<file path="src/rtl/mem_port_arbiter.sv">
// Shares one single-ported request/ready memory between fetch, load and store requesters, with a wait-state watchdog.
// Fixed priority st > ld > if by default; define ARB_ROUND_ROBIN_EN for round-robin grant order.
`ifndef WORD_WIDTH
`define WORD_WIDTH 32
`endif

module mem_port_arbiter #(
  parameter int W       = `WORD_WIDTH,
  parameter int TIMEOUT = 15,
  parameter int TO_W    = 4
) (
  input  logic         i_clk,
  input  logic         i_rst,
  input  logic         i_if_req,
  input  logic         i_ld_req,
  input  logic         i_st_req,
  input  logic [W-1:0] i_if_addr,
  input  logic [W-1:0] i_ld_addr,
  input  logic [W-1:0] i_st_addr,
  input  logic [W-1:0] i_st_data,
  output logic         o_if_done,
  output logic         o_ld_done,
  output logic         o_st_done,
  output logic [W-1:0] o_if_rdata,
  output logic [W-1:0] o_ld_rdata,
  output logic         o_mem_req,
  output logic         o_mem_we,
  output logic [W-1:0] o_mem_addr,
  output logic [W-1:0] o_mem_wdata,
  input  logic [W-1:0] i_mem_rdata,
  input  logic         i_mem_ready,
  output logic         o_err,
  output logic         o_busy
);

  typedef enum logic [1:0] {S_IDLE, S_BUSY, S_DONE} state_t;
  localparam logic [1:0] ID_ST = 2'd0;
  localparam logic [1:0] ID_LD = 2'd1;
  localparam logic [1:0] ID_IF = 2'd2;

  state_t          r_state, w_nxt_state;
  logic [1:0]      r_id, w_gnt_id;
  logic            w_gnt_vld, w_ready_hit, w_timeout;
  logic [TO_W-1:0] r_cnt;
  logic [2:0]      w_req_vec;
  logic            r_if_done, r_ld_done, r_st_done, r_err, r_busy, r_mem_req, r_mem_we;
  logic [W-1:0]    r_if_rdata, r_ld_rdata, r_mem_addr, r_mem_wdata;

  assign w_req_vec = {i_if_req, i_ld_req, i_st_req};

`ifdef ARB_ROUND_ROBIN_EN
  logic [1:0] r_ptr, w_c0, w_c1, w_c2;

  function automatic logic [1:0] next_id(input logic [1:0] id);
    return (id == ID_IF) ? ID_ST : id + 2'd1;
  endfunction

  // Search order starts at the pointer: st -> ld -> if -> st.
  always_comb begin
    w_c0      = r_ptr;
    w_c1      = next_id(w_c0);
    w_c2      = next_id(w_c1);
    w_gnt_vld = 1'b1;
    w_gnt_id  = w_c0;
    if (w_req_vec[w_c0])      w_gnt_id = w_c0;
    else if (w_req_vec[w_c1]) w_gnt_id = w_c1;
    else if (w_req_vec[w_c2]) w_gnt_id = w_c2;
    else                      w_gnt_vld = 1'b0;
  end

  always_ff @(posedge i_clk) begin
    if (i_rst)                              r_ptr <= ID_ST;
    else if (r_state == S_IDLE && w_gnt_vld) r_ptr <= next_id(w_gnt_id);
  end
`else
  always_comb begin
    w_gnt_vld = |w_req_vec;
    w_gnt_id  = ID_ST;
    if (i_st_req)      w_gnt_id = ID_ST;
    else if (i_ld_req) w_gnt_id = ID_LD;
    else if (i_if_req) w_gnt_id = ID_IF;
  end
`endif

  always_comb begin
    w_nxt_state = r_state;
    w_ready_hit = 1'b0;
    w_timeout   = 1'b0;
    case (r_state)
      S_IDLE: if (w_gnt_vld) w_nxt_state = S_BUSY;
      S_BUSY: begin
        w_ready_hit = i_mem_ready;
        // ready on the last allowed wait cycle still wins over the abort
        w_timeout   = !i_mem_ready && (r_cnt == TO_W'(TIMEOUT - 1));
        if (w_ready_hit || w_timeout) w_nxt_state = S_DONE;
      end
      S_DONE:  w_nxt_state = S_IDLE;
      default: w_nxt_state = S_IDLE;
    endcase
  end

  always_ff @(posedge i_clk) begin
    if (i_rst) r_state <= S_IDLE;
    else       r_state <= w_nxt_state;
  end

  always_ff @(posedge i_clk) begin
    if (i_rst) begin
      r_id        <= ID_ST;
      r_cnt       <= '0;
      r_if_done   <= 1'b0;
      r_ld_done   <= 1'b0;
      r_st_done   <= 1'b0;
      r_err       <= 1'b0;
      r_busy      <= 1'b0;
      r_mem_req   <= 1'b0;
      r_mem_we    <= 1'b0;
      r_mem_addr  <= '0;
      r_mem_wdata <= '0;
      r_if_rdata  <= '0;
      r_ld_rdata  <= '0;
    end else begin
      r_if_done <= 1'b0;
      r_ld_done <= 1'b0;
      r_st_done <= 1'b0;
      r_err     <= 1'b0;
      r_busy    <= (w_nxt_state != S_IDLE);
      r_mem_req <= (w_nxt_state == S_BUSY);
      if (r_state == S_IDLE && w_gnt_vld) begin
        r_id        <= w_gnt_id;
        r_cnt       <= '0;
        r_mem_we    <= (w_gnt_id == ID_ST);
        r_mem_wdata <= (w_gnt_id == ID_ST) ? i_st_data : '0;
        case (w_gnt_id)
          ID_ST:   r_mem_addr <= i_st_addr;
          ID_LD:   r_mem_addr <= i_ld_addr;
          default: r_mem_addr <= i_if_addr;
        endcase
      end
      if (r_state == S_BUSY) begin
        if (w_ready_hit || w_timeout) begin
          r_err <= w_timeout;
          case (r_id)
            ID_ST: r_st_done <= 1'b1;
            ID_LD: begin
              r_ld_done  <= 1'b1;
              r_ld_rdata <= w_ready_hit ? i_mem_rdata : '0;
            end
            default: begin
              r_if_done  <= 1'b1;
              r_if_rdata <= w_ready_hit ? i_mem_rdata : '0;
            end
          endcase
        end else begin
          r_cnt <= r_cnt + 1'b1;
        end
      end
    end
  end

  assign o_if_done   = r_if_done;
  assign o_ld_done   = r_ld_done;
  assign o_st_done   = r_st_done;
  assign o_if_rdata  = r_if_rdata;
  assign o_ld_rdata  = r_ld_rdata;
  assign o_mem_req   = r_mem_req;
  assign o_mem_we    = r_mem_we;
  assign o_mem_addr  = r_mem_addr;
  assign o_mem_wdata = r_mem_wdata;
  assign o_err       = r_err;
  assign o_busy      = r_busy;

endmodule
</file>
<file path="config.mk">
export PLATFORM = sky130hd
export DESIGN_NAME = mem_port_arbiter
export DESIGN_NICKNAME = d
export VERILOG_FILES = /design/src/rtl/mem_port_arbiter.sv
export SDC_FILE = /design/constraint.sdc
export NUM_CORES = 1
export LEC_CHECK = 0
export ABC_AREA = 1
export CORE_MARGIN = 1
export CORE_UTILIZATION = 40
export CTS_BUF_LIST = sky130_fd_sc_hd__clkbuf_4 sky130_fd_sc_hd__clkbuf_8
export DETAILED_ROUTE_END_ITERATION = 10
export PLACE_DENSITY = 0.86
export SYNTH_ARGS = -nofsm -noshare
export SYNTH_HDL_FRONTEND = slang
export SYNTH_SLANG_ARGS = --single-unit
</file>
<file path="constraint.sdc">
create_clock -name i_clk -period 2.2 [get_ports i_clk]
set_input_delay 0.44 -clock i_clk [delete_from_list [all_inputs] [get_ports i_clk]]
set_output_delay 0.44 -clock i_clk [all_outputs]
set_load 0.005 [all_outputs]
</file>
== After elaboration in Yosys (flattened, before gate mapping) ==
Cells that the tools add are included.

* $add $sub $neg: 1
* Equality and inequality tests: 5
* Muxes and demuxes: 17
* Bitwise operators: 3
* Reduce and logical (&&, ||, !) cells: 14

{| class="wikitable"
|+ Operator list
! operator !! number
|-
| 32-bit two-way mux || 2
|-
| 32-bit one-hot mux with 2 select lines || 1
|-
| 4-bit two-way mux || 3
|-
| 2-bit two-way mux || 5
|-
| 2-bit by 1-bit equality test with 1-bit output (second input constant) || 4
|-
| 2-bit logical NOT || 3
|-
| 3-bit AND reduction || 2
|-
| 3-bit OR reduction || 2
|-
| 1-bit two-way mux || 5
|-
| 4-bit by 1-bit adder with 4-bit output (second input constant) || 1
|-
| 4-bit equality test (second input constant) || 1
|-
| 2-bit one-hot mux with 2 select lines || 1
|-
| 1-bit inverter || 3
|-
| 1-bit logical AND || 2
|-
| 1-bit logical OR || 2
|-
| 2-bit nonzero test || 1
|-
| 2-bit OR reduction || 1
|-
| 1-bit logical NOT || 1
|}

* Bits in registers: 143
* Bits of input ports: 166
* Output and inout port bits: 135
* Word-level logic and storage cells: 54

== Depth between registers and ports, before layout ==
* Depth in word-level cells: 6
* Gate-level depth with buffers: 9
* Depth with buffers taken out: 7

== Least setup slack after synthesis ==
Ideal clock, no wire load.

* Kind: flip-flop to flip-flop
* Start: register r_cnt[0]
* End: register r_ld_rdata[19] (netlist: o_ld_rdata[19])
* Setup time: 71 ps
* Arrival time: 1262 ps
* Required time: 2129 ps
* Slack: 867 ps
* Cell stages (with the launch flop): 9
* Buffers on the path: 1
* Period minus slack after synthesis: 1333 ps
* Cells stage by stage: dfxtp_1 inv_1 ha_1 nand3_1 nand2_1 nand3_2 buf_4 nand2_1 a21oi_1

* Longest elaborated chain between the ends: 5

{| class="wikitable"
|+ RTL lines
! item !! RTL line !! RTL
|-
| start: declaration || 44 || <nowiki>logic [TO_W-1:0] r_cnt;</nowiki>
|-
| start signal: assignment || 155 || <nowiki>r_cnt <= r_cnt + 1'b1;</nowiki>
|-
| 4-bit equality test || 94 || <nowiki>w_timeout = !i_mem_ready && (r_cnt == TO_W'(TIMEOUT - 1));</nowiki>
|-
| 1-bit logical AND || 94 ||
|-
| 1-bit two-way mux || 89 || <nowiki>case (r_state)</nowiki>
|-
| 1-bit logical OR || 141 || <nowiki>if (w_ready_hit || w_timeout) begin</nowiki>
|-
| 3-bit AND reduction (no line) || - ||
|-
| end signal: assignment || 147 || <nowiki>r_ld_rdata <= w_ready_hit ? i_mem_rdata : '0;</nowiki>
|-
| end: declaration || 47 || <nowiki>logic [W-1:0] r_if_rdata, r_ld_rdata, r_mem_addr, r_mem_wdata;</nowiki>
|}

No other way between the ends.
A chain may end at the register's enable or synchronous reset.

== Worst setup path in the final report ==
* Start: register r_mem_addr[7] (netlist: o_mem_addr[7])
* End: output port o_mem_addr[7]

{| class="wikitable"
|+ RTL lines
! item !! RTL line !! RTL
|-
| start: declaration || 47 ||
|-
| start signal: assignment || 135 || <nowiki>ID_ST: r_mem_addr <= i_st_addr;</nowiki>
|-
| start signal: assignment || 136 || <nowiki>ID_LD: r_mem_addr <= i_ld_addr;</nowiki>
|-
| start signal: assignment || 137 || <nowiki>default: r_mem_addr <= i_if_addr;</nowiki>
|-
| end: declaration || 28 || <nowiki>output logic [W-1:0] o_mem_addr,</nowiki>
|}

No word-level cell between the ends.

==> metrics.md <==
| Metric | Value |
|---|---|
| Clk sinks | `143` |
| Fmax | `roughly 0.56 GHz` |
| Post-CTS Resized | `0` |
| RSZ-0062 raised after global routing | `no` |
| I/O pin cnt | `301` |
| Register area | `0.00286 mm²` |
| Slew Limit Fails | `0` |
| Worst vdd ir | `408 µV` |
| Worst Setup End Kind | `output pin` |
| YS warnings | `0` |
| GR Overflow Total | `0` |
| Port Buffers | `300` |
| Setup slack, reg-to-reg | `0.47 ns` |
| Worst Path Required | `1.76 ns` |
| R2R depth | `8` |
| WL per Instance | `roughly 16 µm` |
| Total wire length | `between 20000 and 25000 µm` |
| Worst setup SP type | `register` |
| Mean Syn Cell Area | `slightly above 7 µm²` |
| Seq/Total Area, Yosys | `46.7%` |
| First-pass GRT wire length | `31900 µm` |
| Post-Synth XOR/XNOR Area | `0.143%` |
| Synth Register Bits | `143` |
| CP max stage delay | `0.56 ns` |
| Core ar. | `0.0148 mm²` |
| CTS root buf | `clkbuf_8` |
| Compound-Gate Fraction of Synth Area | `13.8%` |
| CP max-delay cell | `clkdlybuf4s50_1` |
| Status | `finished clean` |
| 1st-iter DRT viols | `489` |
| Vias in the first global route | `just over 6000` |
| Width of the die | `roughly 130 µm` |
| Nets | `1291` |
| Critical path's top delay family | `buffers and inverters` |
| Site Rows | `44` |
| Diodes inserted | `0` |
| DRC violations left | `0` |
| Htree depth | `4` |
| Post-Synth Adder-Cell Area | `0.408%` |
| Initial antenna violation count | `0` |
| Tmin final | `1.77 ns` |
| Post-Synthesis Cells | `~850` |
| Routability cong. | `0.861` |
| Setup Buffers After CTS | `0` |
| Die height | `126 µm` |
| Area growth syn-to-layout | `56.4%` |
| Inst Count DP | `1288` |
| RR Startpoint | `r_cnt[0]` |
| Synth Area in Simple Gates | `29.7%` |
| Clock-pin slew on the worst setup and hold paths | `~0.070 ns` |
| Layout cells sized above 1 | `5.64%` |
| Main combinational cell family by area after synthesis | `simple AND/OR/NAND/NOR gates` |
| Multi-input gate area | `0.00271 mm²` |
| Count of cell types in the netlist | `21` |
| Leak pwr | `3.74 nW` |
| Via density per instance | `5.11` |
| Largest net degree at the start of global routing | `65` |
| Mux share of post-synthesis cell area | `0%` |
| TritonCTS Buffers | `17` |
| Clock skew | `about 0.012 ns` |
| Syn Std Cell Area | `0.00613 mm²` |
| DRT antenna net count | `0` |
| Starting Density | `41.5%` |
| Period Utilization, post-route | `about four fifths` |
| Max-Cap Viols | `0` |
| Die footprint | `roughly 0.016 mm²` |
| Setup_tns | `0 ns` |
| Hold Path Cell Cnt | `4` |
| Slew headroom | `roughly three fifths` |
| # hold bufs at CTS | `0` |
| Insertion delay to the later sink of the worst-skew pair | `0.44 ns` |
| 1st-pass router iterations | `5` |
| Worst hold path class | `input pin to register` |
| Worst reg2reg path endpoint | `o_ld_rdata[9]` |
| Final Non-Filler Cells | `1319` |
| Crit Path Class | `register to output pin` |
| CP arrival | `between 1 and 1.5 ns` |
| Clk buf depth | `2` |
| GRT Resource Usage Total | `25.3%` |
| Syn nets | `1022` |
| Final worst hold slack | `0.396 ns` |
| Hold Vio Cnt, Final | `0` |
| Hold Path Origin | `i_rst` |
| DR vias | `a little under 7000` |
| Hold Path End | `r_cnt[0]` |
| CTS tree | `yes` |
| Worst path bufs/invs | `1` |
| Worst-Margin Slew | `0.576 ns` |
| Post-DP HPWL | `14300 µm` |
| CP Max Fanout | `2` |
| Fill cells | `1266` |
| Setup-failing EPs final | `0` |
| Power per cell area | `642 mW/mm²` |
| Crit-path cells | `clkdlybuf4s50_1` |
state kept, by name, indices dropped and copies added (netlist names):
signal and flops:
o_busy 1, o_err 1, o_if_done 1, o_if_rdata 32
o_ld_done 1, o_ld_rdata 32, o_mem_addr 32, o_mem_req 1
o_mem_wdata 32, o_mem_we 1, o_st_done 1, r_cnt 4
r_id 2, r_state 2
power breakdown:
group,switching [mW],leakage (nW),internal (mW)
clock,0.996,0.192,1.07
sequential,0.0746,1.17,2.72
combinational,0.610,2.38,0.679
layout make-up:
class                           count  area share, %
Timing Repair Buffer              318           33.5
Sequential cell                   143           29.9
Multi-Input combinational cell    597           28.3
Clock buffer                       23           3.30
Tap cell                          184           2.40
Inverter                           46           1.80
Clock inverter                      8          0.823
worst max-delay path by stage:
| stage | startpoint | endpoint | slack [ns] | depth (start not counted) |
|---|---|---|---|---|
| 2_1_floorplan | r_cnt[0] | o_ld_rdata[19] | 0.87 | 8 |
| 5_1_grt | r_cnt[0] | o_ld_rdata[21] | 0.32 | 8 |
| 3_3_place_gp | i_ld_req | o_mem_addr[2] | 0.23 | 8 |
| 4_1_cts | o_mem_addr[12] | o_mem_addr[12] | 0.39 | 1 |
| 3_5_place_dp | i_st_req | o_mem_addr[18] | 0.18 | 6 |
| 6_report | o_mem_addr[7] | o_mem_addr[7] | 0.43 | 1 |
stage by stage:
| step | setup WS [ns] | cell area [µm²] | power (mW) | utilization (%) |
|---|---|---|---|---|
| 3_3_place_gp | 0.227 | 9180 | 4.12 | 62.2 |
| 5_1_grt | 0.322 | 9580 | 6.45 | 64.9 |
| 4_1_cts | 0.394 | 9580 | 6.20 | 64.9 |
| 2_1_floorplan | 0.867 | 6130 | 3.43 | - |
| 3_5_place_dp | 0.178 | 9180 | 4.14 | 62.2 |
| 6_report | 0.428 | 9580 | 6.15 | 64.9 |
layout by cell type (no fill, tap or decap), types with 2 or more instances in the layout:
master,count
buf_12,6
ha_1,2
inv_1,41
nand2_2,2
nand3_2,3
inv_2,4
nor2_1,7
buf_4,13
clkdlybuf4s50_1,299
nor4_1,2
nor2_4,3
nand3_1,69
clkbuf_8,23
clkinvlp_4,4
nand2_1,304
a21oi_1,168
nand4_1,33
clkinv_2,2
dfxtp_1,143
synthesized netlist by cell type (all sizes together):
master  number  area, µm²
xor2         1       8.76
nand3       72        375
nand4       33        206
ha           2       25.0
nor4         2       12.5
clkbuf      31        116
dfxtp      143       2860
clkinv       1       3.75
nand2      307       1160
buf         37        272
a21oi      168        841
o31ai        1       7.51
nor2        11       66.3
inv         45        169
per-layer routing:
layer,vias up,routed length [µm],track usage (%)
met4,0,743,12.0
li1,3322,-,-
met1,3080,8440,30.3
met2,282,9780,42.2
met5,-,0,0
met3,55,1580,7.09
cells by family after synthesis:
| kind of cell | Yosys count |
|---|---|
| and+or+nand+nor | 425 |
| AOI/OAI and AO/OA | 169 |
| DFF | 143 |
| buffers and inverters | 114 |
| adders and majority gates | 2 |
| xor gates and xnor gates | 1 |
tightest hold or removal path: stages:
cell and delay (ns):
buf_4 0.11, clkinv_1 0.12, nand2_1 0.09, a21oi_1 0.04
(Power assumes the default switching activity.)
==> RTL edit 1, RTL diff (config.mk and constraints unchanged) <==
Change the parameter `TO_W` from 4 to 3.
--- a/src/rtl/mem_port_arbiter.sv
+++ b/src/rtl/mem_port_arbiter.sv
@@ -7,7 +7,7 @@
 module mem_port_arbiter #(
   parameter int W       = `WORD_WIDTH,
   parameter int TIMEOUT = 15,
-  parameter int TO_W    = 4
+  parameter int TO_W    = 3
 ) (
   input  logic         i_clk,
   input  logic         i_rst,
Function: no difference found for any inputs over 4 cycles, from zero or initial values and one cycle with i_rst high; that may be too few to reach the edited logic, so the function may still have changed.
==> RTL edit 1 against the unedited design <==
- wire length increased by 6.8%
- final area increased by 9.4%
- combinational power increased by 11%
- setup slack got worse by 23 ps
- die area increased by 11%
- via count increased by 13%
- sequential cell count decreased by 1
- sequential share of layout area decreased by 2.8 points
- count of clock-buffer cells in the layout decreased by 4
- synthesized cell count increased by 28%
- utilization decreased by 1.7 points
- total power increased by 4.8%
- area after synthesis increased by 11%
- critical path type unchanged
- largest cell class unchanged
==> RTL edit 1: results <==
export IMPL_viasPerCell=4.768
export IMPL_dp_hpwl_um=15630
export IMPL_buffer_area_share_pct=31.59
export IMPL_n_fill_cell=1474
export IMPL_clock_area_share_pct=3.987
export IMPL_rr_endpoint="o_ld_rdata[13]"
export IMPL_p_leak_uw=0.004684
export IMPL_startpoint="o_mem_addr[28]"
export IMPL_slew_headroom_pct=67.17
export IMPL_period_needed_ps=1795
export IMPL_crit_path_end="o_mem_addr[28]"
export IMPL_reg2regPathDepth=7
export IMPL_layout_nets=1532
export IMPL_r2r_slack_ps=560
export IMPL_status="finished clean"
export IMPL_cp_arrival_ps=1350
export IMPL_multi_input_gates=727
export IMPL_hold_depth=2
export IMPL_dp_slack_ps=242.3
export IMPL_taps=220
export IMPL_routabilityCongestion=0.8537
export IMPL_vdd_drop_max_mv=0.3823
export IMPL_syn_avg_cell_area_um2=6.261
export IMPL_multi_input_area_share_pct=29.45
export IMPL_netlist_top_cells_count="nand2_1 (302), nor2_1 (211), inv_1 (144)"
export IMPL_seqCellArea_um2=2843
export IMPL_min_from="o_if_rdata[8]"
export IMPL_signal_buffers=330
export IMPL_fin_skew_ps=12.50
export IMPL_syn_to_final_growth_pct=53.73
export IMPL_synth_fp_nets=1257
export IMPL_grt_pass1_vias=7204
export IMPL_nonClockInverterCount=146
export IMPL_hold_slack_ps=459.5
## RTL edit 1: power breakdown
| part | switching, uW | leakage [uW] | total [uW] | internal (uW) |
|---|---|---|---|---|
| Combinational | 684 | 0.00332 | 1430 | 743 |
| Sequential | 83.3 | 0.00116 | 2800 | 2720 |
| Clock | 1050 | 0.000206 | 2220 | 1170 |
## RTL edit 1: cells by family (layout without fill, tap and decap cells)
logic type,Yosys count,after routing,synth area share (%)
AND/OR/NAND/NOR,590,590,34.76
buffers and inverters,220,508,13.21
flip-flops,142,142,41.70
AO/OA/AOI/OAI,135,135,9.965
adder cells (fa/ha/maj),2,2,0.3670
## RTL edit 1: layer usage
layer / global-route usage [%] / share of wire (%) / up-vias
met5: 0 / 0 / -
met4: 12.20 / 3.7 / 0
met3: 6.513 / 6.8 / 56
met2: 42.95 / 49 / 270
met1: 27.82 / 40 / 3424
li1: - / - / 3865
==> RTL edit 2, RTL diff (config.mk and constraints unchanged) <==
Made on the original files. Encoding of `state_t`: now one-hot (3 bits for 3 states).
--- a/src/rtl/mem_port_arbiter.sv
+++ b/src/rtl/mem_port_arbiter.sv
@@ -33,7 +33,7 @@
   output logic         o_busy
 );
 
-  typedef enum logic [1:0] {S_IDLE, S_BUSY, S_DONE} state_t;
+  typedef enum logic [2:0] {S_IDLE = 3'b001, S_BUSY = 3'b010, S_DONE = 3'b100} state_t;
   localparam logic [1:0] ID_ST = 2'd0;
   localparam logic [1:0] ID_LD = 2'd1;
   localparam logic [1:0] ID_IF = 2'd2;
Behaviour: no difference found for any inputs over 4 cycles, from zero or initial values and one cycle with i_rst high; so few cycles prove little.
==> RTL edit 2 against the unedited design <==
- sequential share of layout area fell by 1.4 points
- clock skew shrank 2.0 ps
- total power grew 3.1%
- utilization fell by 1.3 points
- setup slack worse by 58 ps
- hold slack better by 43 ps
- area after synthesis rose by 6.3%
- sequential cell count is 1 higher
- synthesized cell count up 17%
- fmax down 3.2%
- wire length is 1.5% higher
- final area increased by 5.5%
==> RTL edit 2: results <==
export IMPL_status="finished clean"
export IMPL_n_fill_cell=1393
export IMPL_routabilityCongestion=0.8365
export IMPL_cp_arrival_ps=1390
export IMPL_dp_hpwl_um=15540
export IMPL_wl_met2_um=9961
export IMPL_first_iter_violations=329
export IMPL_final_cells=1503
export IMPL_grt_pass1_vias=6733
export IMPL_signal_buffers=320
export IMPL_critical_path_max_stage_delay_ps=590
export IMPL_p_leak_uw=0.004442
export IMPL_fin_skew_ps=9.967
export IMPL_path_clk_slew_ps=90
export IMPL_multi_input_gates=688
export IMPL_track_usage_pct=24.73
export IMPL_synth_area_leaders="dfxtp_1 (44%), nand2_1 (19%), nor2_1 (11%), inv_1 (5.5%), nand4_1 (4.9%)"
export IMPL_layout_nets=1441
export IMPL_dr_pass1_iters=6
export IMPL_nonClockInverterCount=102
export IMPL_grt_pass1_wl_um=32050
export IMPL_buffer_area_share_pct=32.02
export IMPL_numClockSinks=144
export IMPL_diodes=1
export IMPL_synth_fp_nets=1164
export IMPL_met3WireLength_um=1730
export IMPL_placed_cell_area_um2=9717
export IMPL_antenna_found_initial=1
export IMPL_vdd_drop_max_mv=0.3845
export IMPL_dieArea_um2=16790
export IMPL_synth_cell_types=29
export IMPL_sw_frac_of_total_pct=29.66
export IMPL_yosysSeqAreaShare_pct=44.27
export IMPL_seq_share_pct=28.53
[RTL edit 2: cell count changes after synthesis, moves of 6 or more]
cell	unedited run	this run
a21oi_1	168	50
buf_2	13	23
buf_4	17	3
clkbuf_1	31	25
inv_1	41	96
nand2_1	304	326
nand3_1	69	13
nand4_1	33	51
nor2_1	7	198
o21ai_0	0	30
[RTL edit 2: layer usage]
layer / global-route usage, % / up-vias
met1: 26.87 / 3163
met3: 7.143 / 70
li1: - / 3630
met2: 42.47 / 310
met5: 0 / -
met4: 15.32 / 0
[RTL edit 2: power by group through the flow]
stage	Sequential (uW)	Clock (uW)	Combinational, uW
global route	2880	2220	1540
detailed placement	2920	0	1400
finish	2860	2070	1400
global placement	2920	0	1380
CTS	2860	2120	1410
floorplan	2930	0	603
[RTL edit 2: final timing paths]
kind,from,end,cells past startpoint
max,o_if_rdata[23],o_if_rdata[23],1
max reg2reg,r_state[1],o_if_rdata[5],7
min reg2reg,r_id[0],o_st_done,1
min,i_rst,o_mem_wdata[22],3
[RTL edit 2: logic make-up after synthesis]
kind of cell	after synthesis	share of synthesized area (%)
and+or+nand+nor	601	37.89
buffers and inverters	164	10.84
DFF	144	44.27
AOI/OAI and AO/OA	85	6.628
adders and majority gates	2	0.3842
[RTL edit 2: through the flow]
stage | hold WS, ps | setup WS [ps] | util (%)
6_report | 438.2 | 369.4 | 63.62
5_1_grt | 440.3 | 311.5 | 63.62
4_1_cts | 417.3 | 349.3 | 63.60
3_5_place_dp | 454.1 | 212.1 | 61.17
3_3_place_gp | 449.5 | 231.5 | 61.17
2_1_floorplan | 417.7 | 761.5 | -
[RTL edit 2: worst min-delay path, stage by stage]
cell     delay, ps
buf_2          100
buf_4          260
a21oi_1         60
